--- src/rtl/nn_load_sequencer.sv ---
// Load sequencer for one MNIST classification pass: packs row chunks into the image
// register, starts the classifier, waits for its result with a timeout, and latches the digit.
module nn_load_sequencer #(
  parameter int unsigned CHUNK_W    = 7,
  parameter int unsigned NUM_CHUNKS = 28,
  parameter int unsigned TIMEOUT    = 1023
) (
  input  logic                          i_clk,
  input  logic                          i_rst,
  input  logic                          i_in_valid,
  input  logic [CHUNK_W-1:0]            i_in_data,
  input  logic                          i_abort,
  input  logic                          i_cls_done,
  input  logic [3:0]                    i_cls_digit,
  output logic [CHUNK_W*NUM_CHUNKS-1:0] o_image,
  output logic                          o_cls_start,
  output logic                          o_busy,
  output logic                          o_result_valid,
  output logic [3:0]                    o_digit,
  output logic                          o_error,
  output logic [4:0]                    o_load_count
);

  localparam int unsigned TimerW = $clog2(TIMEOUT + 1);

  typedef enum logic [1:0] {StIdle, StLoad, StStart, StWait} state_e;

  state_e                          r_state;
  logic [CHUNK_W*NUM_CHUNKS-1:0]   r_image;
  logic [4:0]                      r_load_count;
  logic [TimerW-1:0]               r_timer;
  logic                            r_result_valid;
  logic [3:0]                      r_digit;
  logic                            r_error;
  logic                            w_last_chunk;
  logic                            w_timeout;

  assign w_last_chunk = (r_load_count == 5'(NUM_CHUNKS - 1));
  // Last WAIT cycle: timer would reach TIMEOUT on this edge.
  assign w_timeout    = (r_timer == TimerW'(TIMEOUT - 1));

  always_ff @(posedge i_clk) begin
    if (i_rst) begin
      r_state        <= StIdle;
      r_image        <= '0;
      r_load_count   <= '0;
      r_timer        <= '0;
      r_result_valid <= 1'b0;
      r_digit        <= '0;
      r_error        <= 1'b0;
    end else if (i_abort) begin
      r_state        <= StIdle;
      r_load_count   <= '0;
      r_result_valid <= 1'b0;
    end else begin
      unique case (r_state)
        StIdle: begin
          if (i_in_valid) begin
            r_image[CHUNK_W-1:0] <= i_in_data;
            r_load_count         <= 5'd1;
            r_result_valid       <= 1'b0;
            r_error              <= 1'b0;
            r_state              <= (NUM_CHUNKS == 1) ? StStart : StLoad;
          end
        end
        StLoad: begin
          if (i_in_valid) begin
            r_image[int'(r_load_count)*CHUNK_W +: CHUNK_W] <= i_in_data;
            r_load_count <= r_load_count + 5'd1;
            if (w_last_chunk) r_state <= StStart;
          end
        end
        StStart: begin
          r_timer <= '0;
          r_state <= StWait;
        end
        StWait: begin
          if (i_cls_done) begin
            r_digit        <= i_cls_digit;
            r_result_valid <= 1'b1;
            r_error        <= (i_cls_digit > 4'd9);
            r_load_count   <= '0;
            r_state        <= StIdle;
          end else if (w_timeout) begin
            r_digit        <= 4'hE;
            r_result_valid <= 1'b0;
            r_error        <= 1'b1;
            r_load_count   <= '0;
            r_state        <= StIdle;
          end else begin
            r_timer <= r_timer + 1'b1;
          end
        end
        default: r_state <= StIdle;
      endcase
    end
  end

  assign o_image        = r_image;
  assign o_cls_start    = (r_state == StStart);
  assign o_busy         = (r_state != StIdle);
  assign o_result_valid = r_result_valid;
  assign o_digit        = r_digit;
  assign o_error        = r_error;
  assign o_load_count   = r_load_count;

endmodule

--- config.mk ---
export PLATFORM = sky130hd
export DESIGN_NAME = nn_load_sequencer
export DESIGN_NICKNAME = d
export VERILOG_FILES = /design/src/rtl/nn_load_sequencer.sv
export SDC_FILE = /design/constraint.sdc
export NUM_CORES = 1
export LEC_CHECK = 0
export CAP_MARGIN = 10
export CORE_MARGIN = 4
export CORE_UTILIZATION = 52
export CTS_BUF_LIST = sky130_fd_sc_hd__clkbuf_8
export DETAILED_ROUTE_END_ITERATION = 12
export GPL_TIMING_DRIVEN = 0
export PLACE_DENSITY = 0.84
export SYNTH_ARGS = -nofsm -noshare
export SYNTH_HDL_FRONTEND = slang
export SYNTH_SLANG_ARGS = --single-unit
--- constraint.sdc ---
create_clock -name i_clk -period 3.3 [get_ports i_clk]
set_input_delay 0.495 -clock i_clk [delete_from_list [all_inputs] [get_ports i_clk]]
set_output_delay 0.495 -clock i_clk [all_outputs]
set_load 0.005 [all_outputs]
Word-level counts from Yosys, hierarchy flattened
Cells that the tools add are included.

Add/sub/neg operators: 3. $mul: 1. Magnitude comparators: 1. Equal/unequal tests: 11. Shifts and indexed selects: 2. Multiplexer cells: 27. Bitwise gates (word level): 1. Reductions and logical operators: 16.

Operators by type and width (number): 196-bit bitwise mux (1); 7-bit by 34-bit variable shift with 196-bit output, first input constant (1); 7-bit by 34-bit variable part select with 196-bit output (1); 8-bit negation with 34-bit output (1); 10-bit two-way mux (2); 5-bit two-way mux (4); 10-bit one-hot mux with 2 select lines (1); 4-bit AND reduction (5); 5-bit one-hot mux with 3 select lines (1); 7-bit two-way mux (2); 7-bit one-hot mux with 2 select lines (1); 10-bit by 1-bit adder with 10-bit output, second input constant (1); 10-bit == test, second input constant (1); 2-bit two-way mux (5); 2-bit != test, second input constant (5); 2-bit nonzero test (5); 3-bit AND reduction (3); 5-bit by 3-bit multiplier with 8-bit output, second input constant (1); 4-bit two-way mux (2); 2-bit one-hot mux with 4 select lines (1); 5-bit by 1-bit adder with 5-bit output, second input constant (1); 5-bit == test, second input constant (1); 1-bit two-way mux (5); 2-bit == test, second input constant (2); 8 further kinds (9).

Register bits after elaboration: 219. Bits of input ports: 16. Output and inout port bits: 209. Logic and storage cells: 70.

Longest topological paths before layout
Depth in word-level cells: 6. Mapped depth: 10. Depth with buffers taken out: 7.

Worst setup path before layout
Ideal clock, no wire load.

Path type: register to register. Start: register r_load_count[0] (netlist: o_load_count[0]). End: register r_image[49] (netlist: o_image[49]). Library setup time: 121 ps. Data arrival time: 2176 ps. Required time: 3179 ps. Slack: 1003 ps. Cell stages (with the launch flop): 10. Buffers on the path: 2. Period minus slack after synthesis: 2297 ps. Cell sequence: dfxtp_1 > buf_6 > inv_1 > ha_1 > buf_4 > nor4b_1 > a31oi_1 > and2_2 > nor2_2 > mux2_2.

Longest elaborated chain between the ends: 4. Elaborated cells between the ends (all ways): 5. Those cells by class: add/sub: 1; mul: 1; shift: 2; mux: 1.

Ends and longest elaborated chain: from (decl) (line 30) `logic [4:0] r_load_count;`; from (signal assigned) (line 69) `r_load_count <= r_load_count + 5'd1;`; 5-bit by 3-bit multiplier with 8-bit output * (line 68) `r_image[int'(r_load_count)*CHUNK_W +: CHUNK_W] <= i_in_data;`; 8-bit negation with 34-bit output * (line 68); 7-bit by 34-bit variable part select with 196-bit output or 7-bit by 34-bit variable shift with 196-bit output (tied branches) (line 68); 196-bit bitwise mux * (line 68); to (signal, indexed assignment) (line 59) `r_image[CHUNK_W-1:0] <= i_in_data;`; to (signal, indexed assignment) (line 68); to (decl) (line 29) `logic [CHUNK_W*NUM_CHUNKS-1:0] r_image;`.

Every way passes the cells marked *; elsewhere a longest branch is shown, timed or not. A chain may end at the register's enable or synchronous reset.

Final worst setup path
Start: register r_load_count[0] (netlist: o_load_count[0]). End: register r_image[133] (netlist: o_image[133]).

The elaborated chain is that of the path after synthesis.

==> impl_metrics.tcl <==
set metrics [dict create \
    r2r_end "o_image[133]" \
    gr-usage-all-layers_pct 26.3 \
    end_kind "register" \
    hold_buffers 0 \
    port-buffer-count 224 \
    yosysMostFrequentCell "dfxtp_1" \
    critPathLaunch "o_load_count[0]" \
    regArea_mm2 0.00438 \
    slew_viol_final 0 \
    numClockSinks 219 \
    syn_area_mm2 0.00951 \
    worst_ep_arrival_time_ns 3.14 \
    ys.flop_type "dfxtp_1" \
    drive_gt1_share_pct 12.0 \
    syn_to_final_growth_pct 34.7 \
    yosys_warnings 0 \
    die_w_um 143 \
    clk_path_buf_depth 3 \
    grt_pass1_vias 7962 \
    fin_skew_ns 0.0159 \
    clk_latency_ns 0.52 \
    hp-class "reg -> reg" \
    nNetsFinal 1239 \
    grt_max_degree 11 \
    antenna_found_initial 0 \
    synth_compound_area_share_pct 6.54 \
    grt_first_pass_wirelength_mm 43.1 \
    start_util_pct 53.0 \
    wire_per_inst_um 18.8 \
    clockRootBuffer "clkbuf_8" \
    synthMuxAreaShare_pct 20.5 \
    synth.distinct_cells 64 \
    htreeDepth 2 \
    ys_seq_area_share_pct 46.1 \
    synth_area_per_cell_um2 10.0 \
    cts_setup_buffers 0 \
    synth_xor_area_share_pct 0.842 \
    worstSetupPathType "reg -> reg" \
    p_leak_uw 0.00456 \
    r2r_slack_ns 0.56 \
    die_height_um 143 \
    syn_nets 976 \
    vias 7831 \
    synth.area.top_cells "dfxtp_1 46%, mux2i_1 16%, nor2_1 5.9%, nand2b_1 4.5%, mux2_2 4.1%" \
    finalWirelength_mm 27.6 \
    tns_ns 0 \
    synth_common_cells "219 x dfxtp_1, 154 x mux2i_1, 149 x nor2_1" \
    yosys.area_share.simple_pct 21.7 \
    fmax_mhz 365 \
    grt-ovfl-total 0 \
    cts_tree "done" \
    dr.pass1.iters 4 \
    clkSlewWorstSetupHoldPaths_ns 0.06 \
    async_flop_share_pct 0 \
    fill_cells 1334 \
    cts_buffers 37 \
    first_iter_violations 322 \
    placed_area_mm2 0.0120 \
    endpoint "o_image[133]" \
    ir_worst_vdd_uv 346 \
    final_area_mm2 0.0128 \
    synth_top_area_cell "dfxtp_1" \
    rsz0062_at_grt "no" \
    antennaDiodeCount 0 \
    via_per_inst 5.34 \
    synthCells 949 \
    worstReg2RegStart "o_load_count[0]" \
    synthAdderAreaFrac_pct 1.45 \
    slew_headroom_pct 37.6 \
    remaining_drc_errors 0 \
    synth_edf_count 0 \
    core_area_mm2 0.0180 \
    ys_ff_latch 219 \
    crit_path_start_kind "register" \
    ant_nets 0 \
    tightestPinTransition_ns 0.929 \
    finalCriticalPeriod_ns 2.74 \
    drv_cap 0 \
    io-pin-count 225 \
    globalplace.congestion 0.923 \
    num_rows 49 \
    period_share_pct 83.0 \
    dp_hpwl_mm 20.1 \
    multiInputGateArea_mm2 0.00486 \
    status "completed" \
    dieArea_mm2 0.0205 \
    p_per_area_mw_per_mm2 422 \
    setup_viol 0 \
    synth_top_family_by_area "simple AND/OR/NAND/NOR gates" \
    cts_resized 0 \
    synth_top_area_share_pct 46.1 \
    required_ns 3.70 \
    crit_path_max_fanout 10 \
    reg2reg_depth 9 \
    hold_viol 0 \
]
==> how the worst min path moves through the flow <==
stage	cells after the start	endpoint	slack (ns)	from
after floorplan	2	o_error	0.45	o_error
after global placement	2	o_error	0.45	o_error
after detailed placement	2	o_error	0.46	o_error
after CTS	2	o_error	0.46	o_error
after global routing	2	o_error	0.49	o_error
final	2	o_error	0.46	o_error
==> critical path, stage by stage, from the launching register on <==
cell and delay (ns):
dfxtp_1 0.38, buf_6 0.18, inv_1 0.07, ha_1 0.16, buf_4 0.19, and2b_2 0.21, nand3_1 0.33, and3_1 0.33
nor2_2 0.38, mux2_2 0.39
==> sequential cells by signal, summed over array words and instances, names as in the netlist <==
name / flops
o_result_valid: 1
r_state: 2
o_image: 196
o_digit: 4
o_error: 1
o_load_count: 5
r_timer: 10
==> cells in the final DEF (no fill, tap or decap), types with 3 or more instances in the layout <==
cell type,count
a21oi_4,7
a31oi_4,5
nand2_1,43
buf_2,6
a211oi_1,3
clkinv_2,4
o21ai_1,4
nand3_1,15
inv_1,20
nor2b_1,40
or2_2,5
dfxtp_1,219
mux2_2,35
xnor2_1,6
nand3b_1,7
or3_1,3
nor3_1,8
nor2_1,149
a21oi_1,12
nor4_1,3
buf_6,3
mux2i_1,154
ha_1,11
and3_1,10
clkdlybuf4s50_1,224
nor2_2,7
clkbuf_8,52
and2_1,8
clkbuf_1,40
o21ai_0,14
nand4_1,3
a32o_1,3
nand2b_1,68
==> logic make-up after synthesis <==
logic type,after synthesis
DFF,219
and+or+nand+nor,390
adders and majority gates,11
AOI/OAI and AO/OA,69
buffers and inverters,63
muxes,190
xor gates and xnor gates,7
==> power breakdown <==
group | switching (µW) | total, µW | internal (µW)
Combinational | 193 | 294 | 101
Sequential | 6.05 | 2660 | 2650
Clock | 1070 | 2460 | 1390
Total | 1270 | 5410 | 4150
==> layer usage <==
metal  global-route usage (%)  part of all wire (%)  vias to the layer above  routed length (µm)
met3                     8.20                   8.6                       58                2380
met5                        0                     0                        -                   0
met4                     9.46                   3.0                        0                 838
li1                         -                     -                     3752                   -
met2                     42.3                    46                      268               12700
met1                     33.6                    42                     3753               11700
==> area by class of cell <==
cell class | count | area share, %
sequential | 219 | 34.2
buffer | 51 | 1.79
clock inverter | 13 | 0.449
tap | 229 | 2.24
timing repair buffer | 224 | 17.5
multi-input combinational | 667 | 37.9
inverter | 12 | 0.351
clock buffer | 52 | 5.58
==> per-stage QoR <==
stage                     hold slack, ns  power (µW)  worst slack, ns  instances  utilization (%)
after floorplan                    0.453        2890             1.00        949                -
after global placement             0.447        3000            0.531       1402             67.0
after detailed placement           0.455        3010            0.490       1402             67.0
after CTS                          0.464        5450            0.598       1467             71.3
after global routing               0.495        5600            0.437       1467             71.3
final                              0.458        5410            0.560       1467             71.3
Note: power is estimated with default switching activity, not from simulation.
